[config.mk]
export PLATFORM = sky130hd
export DESIGN_NAME = activity_controller
export DESIGN_NICKNAME = d
export VERILOG_FILES = /design/src/rtl/activity_controller.sv
export SDC_FILE = /design/constraint.sdc
export NUM_CORES = 1
export LEC_CHECK = 0
export ABC_AREA = 1
export CAP_MARGIN = 20
export CORE_MARGIN = 4
export CORE_UTILIZATION = 45
export DETAILED_ROUTE_END_ITERATION = 10
export PLACE_DENSITY_LB_ADDON = 0.2
export SKIP_LAST_GASP = 1
export SLEW_MARGIN = 20
export SYNTH_ARGS = -nofsm -noshare
export SYNTH_HDL_FRONTEND = slang
export SYNTH_SLANG_ARGS = --single-unit
[constraint.sdc]
create_clock -name clk -period 4 [get_ports clk]
set_input_delay 0.4 -clock clk [delete_from_list [all_inputs] [get_ports clk]]
set_output_delay 0.4 -clock clk [all_outputs]
set_load 0.1 [all_outputs]
[src/rtl/activity_controller.sv]
// -----------------------------------------------------------------------------
// activity_controller
//
// Purpose:
//   Turns four raw push-buttons into an activity mode (IDLE/RUN/WALK/CYCLE).
//   It also gates a free-running one-second tick into per-activity
//   count-enable pulses for the stopwatch.
//
// Ports:
//   clk          in   system clock
//   rst          in   asynchronous active-high reset
//   btn_run      in   raw run button, active-high
//   btn_walk     in   raw walk button, active-high
//   btn_cycle    in   raw cycle button, active-high
//   btn_stop     in   raw stop button, active-high
//   Run          out  tick pulse while in RUN
//   Walk         out  tick pulse while in WALK
//   Cycle        out  tick pulse while in CYCLE
//   tick         out  one-cycle pulse every TICK_DIV cycles
//   active_mode  out  00 IDLE, 01 RUN, 10 WALK, 11 CYCLE
//   mode_change  out  one-cycle pulse whenever the mode changes
// -----------------------------------------------------------------------------
module activity_controller #(
  parameter int TICK_DIV  = 100,
  parameter int DB_CYCLES = 4
) (
  input  logic       clk,
  input  logic       rst,
  input  logic       btn_run,
  input  logic       btn_walk,
  input  logic       btn_cycle,
  input  logic       btn_stop,
  output logic       Run,
  output logic       Walk,
  output logic       Cycle,
  output logic       tick,
  output logic [1:0] active_mode,
  output logic       mode_change
);

  typedef enum logic [1:0] {
    S_IDLE  = 2'b00,
    S_RUN   = 2'b01,
    S_WALK  = 2'b10,
    S_CYCLE = 2'b11
  } state_t;

  localparam int BTN_STOP  = 0;
  localparam int BTN_RUN   = 1;
  localparam int BTN_WALK  = 2;
  localparam int BTN_CYCLE = 3;

  localparam logic [7:0]  DB_LAST   = 8'(DB_CYCLES - 1);
  localparam logic [15:0] TICK_LAST = 16'(TICK_DIV - 1);

  logic [3:0]  w_rawBtn;
  logic [3:0]  r_sync1;
  logic [3:0]  r_sync2;
  logic [3:0]  r_dbLevel;
  logic [3:0]  r_dbLevelQ;
  logic [7:0]  r_dbCount [4];
  logic [3:0]  w_press;
  logic [15:0] r_prescCount;
  logic        r_tick;
  state_t      r_state;
  state_t      w_nextState;
  logic        r_modeChange;

  assign w_rawBtn = {btn_cycle, btn_walk, btn_run, btn_stop};

  // Two-flop synchronizer per button so the raw asynchronous inputs never
  // reach the debounce logic while they might still be metastable.
  always_ff @(posedge clk or posedge rst) begin
    if (rst) begin
      r_sync1 <= '0;
      r_sync2 <= '0;
    end else begin
      r_sync1 <= w_rawBtn;
      r_sync2 <= r_sync1;
    end
  end

  // Debounce: the accepted level only follows the synchronized level after
  // DB_CYCLES consecutive disagreeing cycles. Any return to agreement clears
  // the count, so a bouncing contact keeps restarting it. The previous
  // accepted level is kept so that only rising edges become presses.
  always_ff @(posedge clk or posedge rst) begin
    if (rst) begin
      r_dbLevel  <= '0;
      r_dbLevelQ <= '0;
      for (int i = 0; i < 4; i++) begin
        r_dbCount[i] <= '0;
      end
    end else begin
      r_dbLevelQ <= r_dbLevel;
      for (int i = 0; i < 4; i++) begin
        if (r_sync2[i] == r_dbLevel[i]) begin
          r_dbCount[i] <= '0;
        end else if (r_dbCount[i] == DB_LAST) begin
          r_dbLevel[i] <= r_sync2[i];
          r_dbCount[i] <= '0;
        end else begin
          r_dbCount[i] <= r_dbCount[i] + 8'd1;
        end
      end
    end
  end

  assign w_press = r_dbLevel & ~r_dbLevelQ;

  // Free-running prescaler. The tick is registered, so it lands on the cycle
  // after the count sits at its last value, which is also the wrap cycle.
  always_ff @(posedge clk or posedge rst) begin
    if (rst) begin
      r_prescCount <= '0;
      r_tick       <= 1'b0;
    end else if (r_prescCount == TICK_LAST) begin
      r_prescCount <= '0;
      r_tick       <= 1'b1;
    end else begin
      r_prescCount <= r_prescCount + 16'd1;
      r_tick       <= 1'b0;
    end
  end

  // Mode state register, plus the registered change flag that lines up with
  // the first cycle the new mode is visible.
  always_ff @(posedge clk or posedge rst) begin
    if (rst) begin
      r_state      <= S_IDLE;
      r_modeChange <= 1'b0;
    end else begin
      r_state      <= w_nextState;
      r_modeChange <= (w_nextState != r_state);
    end
  end

  // Next-state selection. The if-chain order is the press priority:
  // stop beats run beats walk beats cycle, and losing presses are dropped.
  // Pressing the button of the current activity pauses back to IDLE.
  always_comb begin
    w_nextState = r_state;
    if (w_press[BTN_STOP]) begin
      w_nextState = S_IDLE;
    end else if (w_press[BTN_RUN]) begin
      w_nextState = (r_state == S_RUN) ? S_IDLE : S_RUN;
    end else if (w_press[BTN_WALK]) begin
      w_nextState = (r_state == S_WALK) ? S_IDLE : S_WALK;
    end else if (w_press[BTN_CYCLE]) begin
      w_nextState = (r_state == S_CYCLE) ? S_IDLE : S_CYCLE;
    end
  end

  // Outputs decode the registered state, so a tick that coincides with a
  // mode change is still credited to the mode being left.
  always_comb begin
    Run         = (r_state == S_RUN)   & r_tick;
    Walk        = (r_state == S_WALK)  & r_tick;
    Cycle       = (r_state == S_CYCLE) & r_tick;
    tick        = r_tick;
    active_mode = r_state;
    mode_change = r_modeChange;
  end

endmodule

## After elaboration in Yosys (flattened, before gate mapping)

Cells that the tools add are included.

| word-level totals | value |
|---|---|
| input bits | 6 |
| flip-flop bits (word level) | 68 |

| operators by class | value |
|---|---|
| reduce and logical (&&, ||, !) cells | 4 |
| eq/ne operators | 13 |
| add/sub/neg operators | 5 |
| muxes and demuxes | 17 |
| bitwise logic cells | 9 |

Operators with widths:

| operator | number |
|---|---|
| 2-to-1 mux 8 bit | 8 |
| adder 8 x 1 -> 8 bit (second input constant) | 4 |
| equality test 8 x 2 -> 1 bit (second input constant) | 4 |
| adder 16 x 1 -> 16 bit (second input constant) | 1 |
| equality test 16 x 7 -> 1 bit (second input constant) | 1 |
| 2-to-1 mux 16 bit | 1 |
| 2-to-1 mux 2 bit | 6 |
| AND reduction 2 bit | 4 |
| AND 4 bit | 1 |
| equality test 1 bit | 4 |
| equality test 2 bit (second input constant) | 2 |
| NOT 1 bit | 4 |
| NOT 4 bit | 1 |
| AND 1 bit | 3 |
| equality test 2 x 1 -> 1 bit (second input constant) | 1 |
| 2-to-1 mux 1 bit | 2 |
| inequality test 2 bit | 1 |

## Depth between registers and ports, before layout

| depth | value |
|---|---|
| depth in word-level cells | 7 |
| gate-level depth with buffers | 10 |
| mapped depth without buffers | 10 |

## Least setup slack after synthesis

Ideal clock, no wire load.

| timing path | value |
|---|---|
| kind | reg-to-output |
| from | reg r_state[1], in the netlist active_mode[1] |
| to | out Walk |
| arrival | 3.263 ns |
| cell stages (with the launch flop) | 3 |
| slack | 0.337 ns |
| buffers on the path | 0 |
| data required time | 3.600 ns |
| cell sequence | dfrtp_1 -> inv_1 -> nor3_1 |

| on the way | value |
|---|---|
| cells in the longest elaborated chain, start to end | 2 |

Ends and longest elaborated chain:

| item | RTL line | text |
|---|---|---|
| from (decl) | 65 | `state_t r_state;` |
| from (signal assigned) | 133 | `r_state <= w_nextState;` |
| equality test 2 bit | 158 | `Walk = (r_state == S_WALK) & r_tick;` |
| AND 1 bit | 158 |  |
| to (decl) | 34 | `output logic Walk,` |

No other way between the ends.

## Final worst setup path

Ends and elaborated chain as after synthesis.

==> Implementation_results.wiki <==
{| class="wikitable"
! Metric !! Value
|-
| TritonRoute pass-1 iters || 4
|-
| Avg Vias per Cell || 4.72
|-
| Synth async-reset ratio || 1.00
|-
| Mean instance size in the synthesized netlist || 8.34 um^2
|-
| YS warnings || 0
|-
| Overflow after GRT || 0
|-
| Largest stage delay on the critical path || 1170 ps
|-
| Final count of hold timing violations || 0
|-
| Pleak || 1.71 nW
|-
| Slowest cell on the critical path || sky130_fd_sc_hd__clkdlybuf4s50_1
|-
| Sort of element at the start of the critical path || register
|-
| Final count of pins violating max slew || 0
|-
| Net count, final || 412
|-
| Int Pwr || 1.35 mW
|-
| Non-filler instance count after layout || 502
|-
| CTS root buf || sky130_fd_sc_hd__clkbuf_8
|-
| Overall routing resource usage || 0.148
|-
| Proportion of synthesized chip area in sequential cells || 0.541
|-
| Actual transition at the worst max-transition pin || 986 ps
|-
| Worst Path Arrival || 2250 ps
|-
| Routed wire length || 5.41 mm
|-
| Worst hold path type || reg2reg
|-
| Area of the placeable core || 6790 um^2
|-
| Largest net degree at the start of global routing || 45
|-
| Sequential group share of total power || 0.436
|-
| Worst slew margin relative to its limit || 0.341
|-
| RSZ-0062 raised after global routing || no
|-
| Cell row count || 30
|-
| Largest cells by area after synthesis || sky130_fd_sc_hd__dfrtp_1 (54%), sky130_fd_sc_hd__nand2_1 (8.6%), sky130_fd_sc_hd__inv_1 (8.1%)
|-
| Number of enable flip-flop cells after synthesis || 0
|-
| Fin util || 0.533
|-
| Clock tree from TritonCTS || yes
|-
| Post-synthesis net count || 388
|-
| Synth Register Bits || 68
|-
| Num CTS Buffers || 9
|-
| Count of max-cap constraint violations || 0
|-
| Final period demand of the worst path || 2650 ps
|-
| Maximum operating frequency || 378 MHz
|-
| Maximum count of clock buffers along a single path || 2
|-
| Number of buffers added on ports || 12
|-
| Switching power of the nets || 664 uW
|-
| Cell count after placement || 486
|-
| Antenna Diode Count || 0
|-
| H-Tree Level Count || 3
|-
| Clk pwr share || 0.326
|-
| Proportion of netlist area held by the largest area contributor || 0.541
|-
| Clock insertion delay at the later pin of the skew report || 340 ps
|-
| Clk sink count || 68
|-
| Total setup violations reported at the end of the flow || 0
|-
| WP data required || 3600 ps
|-
| Combinational share of power || 0.238
|-
| Sw Ratio || 0.330
|-
| Buffer count from post-CTS setup fixing || 0
|-
| Type of destination of the critical path || primary output
|-
| Distinct cell type count after synthesis || 20
|-
| Commonest cells after routing, fill and taps aside || sky130_fd_sc_hd__nand2_1 (72), sky130_fd_sc_hd__dfrtp_1 (68), sky130_fd_sc_hd__inv_1 (67), sky130_fd_sc_hd__nor2_1 (59), sky130_fd_sc_hd__nand3_1 (24)
|-
| WS Path Type || reg2out
|-
| Reg-to-reg critical path startpoint || r_prescCount[0]
|-
| Maximum clock skew at final layout || 6.97 ps
|-
| Global-route wire length before repair || 9.96 mm
|-
| Most frequently used flop master after synthesis || sky130_fd_sc_hd__dfrtp_1
|-
| Number of DRC violations after detailed-routing iteration 0 || 138
|-
| Fraction of layout instances using a drive strength above 1 || 0.0690
|-
| Summed negative setup slack over all endpoints || 0 ps
|-
| Ratio of total power to cell area || 556 nW/um^2
|-
| Remaining DRCs || 0
|-
| Vias in the first global route || 2,301
|-
| Max IR drop VDD || 0.348 mV
|-
| Hold-fix buffer count after cts || 0
|-
| Leading cell type in the layout, fill and taps excluded || sky130_fd_sc_hd__nand2_1
|-
| Cell family contributing the most delay on the critical path || buffers and inverters
|-
| Starting density of the core || 0.463
|-
| Startpoint of the lowest-slack hold path || r_sync1[0]
|-
| Chip width || 91.6 um
|-
| Largest driver fanout on the critical path || 5
|-
| Vias after detailed routing || 2,371
|-
| Clock transition at the registers of the reported paths || 70 ps
|-
| HPWL after DPL || 3.97 mm
|-
| Gate count after technology mapping || 377
|-
| CP Cell Sequence || inv_1 -> nor3_1 -> clkdlybuf4s50_1
|-
| Buf/Inv on CP || 2
|-
| Routability congestion estimate from global placement || 0.859
|-
| DIE AREA || 8390 um^2
|-
| Post-route design area || 3620 um^2
|-
| Routed length per placed instance || 10.8 um
|-
| Antenna violations before repair || 0
|-
| Syn-to-layout area delta || 15.2%
|-
| Top-level I/O count || 13
|-
| Mapped Area || 3140 um^2
|-
| Part of the cycle the worst path needs || 0.661
|-
| Placed Instance Area || 3390 um^2
|-
| Remaining number of nets flagged by the antenna check after routing || 0
|-
| Startpoint of the worst setup timing path || active_mode[1]
|-
| Status || finished clean
|-
| Height of the die || 91.6 um
|-
| Post-synth top area cell || sky130_fd_sc_hd__dfrtp_1
|-
| CTS resizes || 0
|}
==> power by group through the flow <==
stage          combinational (mW)  sequential (mW)  clock (mW)
2_1_floorplan               0.289            0.970           0
3_3_place_gp                0.477            0.886           0
3_5_place_dp                0.485            0.891           0
4_1_cts                     0.485            0.878       0.676
5_1_grt                     0.558            0.894       0.717
6_report                    0.479            0.877       0.657
==> kinds of logic after synthesis <==
family,Yosys count,synth area share
compound gates,24,0.0390
xor+xnor,15,0.0418
fa+ha+maj,5,0.0199
buf+inv,70,0.0836
flops,68,0.541
simple gates,195,0.275
==> path summary, 6_finish.rpt <==
path                       slack (ps)               end  cells past startpoint
min                               350        r_sync2[0]                      0
min in group asynchronous         570      r_dbCount[4]                      2
min reg2reg                       350        r_sync2[0]                      0
max in group asynchronous        2580     r_dbCount[25]                      3
max reg2reg                      2650  r_prescCount[10]                      7
max                              1350              Walk                      3
==> routing by layer <==
layer,global-route usage,vias up,wire [um]
met3,0.0398,12,203
met5,0,-,0
met2,0.229,41,2410
li1,-,1225,-
met1,0.195,1093,2710
met4,0.0678,0,90
==> worst reg2reg max path: stages, from the launching register on <==
cell	delay [ps]
sky130_fd_sc_hd__dfrtp_1	390
sky130_fd_sc_hd__ha_1	230
sky130_fd_sc_hd__nand2_1	120
sky130_fd_sc_hd__nor2_2	150
sky130_fd_sc_hd__nand2_1	120
sky130_fd_sc_hd__o21ai_0	180
sky130_fd_sc_hd__nand2_1	70
sky130_fd_sc_hd__inv_1	50
==> synthesized netlist by cell type (all sizes together) (3+ instances only) <==
cell type  count
nor2          62
xor2          12
o21ai         15
nand3         27
nand2         74
a21oi          8
dfrtp         68
xnor2          3
nor3          17
ha             5
inv           70
nand4         14
==> sequential cells by signal (all words and copies together), names as in the netlist <==
signal	count
active_mode	2
r_prescCount	16
r_sync2	4
r_dbLevelQ	4
r_sync1	4
r_dbLevel	4
mode_change	1
r_dbCount	32
tick	1
==> metrics by stage <==
stage / power (mW) / setup slack, ps / hold slack (ps)
after CTS: 2.04 / 1320 / 353
after detailed placement: 1.38 / 1720 / 338
after global placement: 1.36 / 1740 / 337
after floorplan: 1.26 / 337 / 331
final: 2.01 / 1350 / 349
after global routing: 2.17 / 1220 / 367
==> layout make-up <==
class                   instances  area (um^2)
inverters                      70          263
clock inverters                 5          100
repair buffers                 13          128
fillers                       633         3170
well taps                      96          120
multi-input cells             239         1180
clock buffers                  11          131
flip-flops and latches         68         1700
No activity file was read; power rests on OpenSTA's default activity.
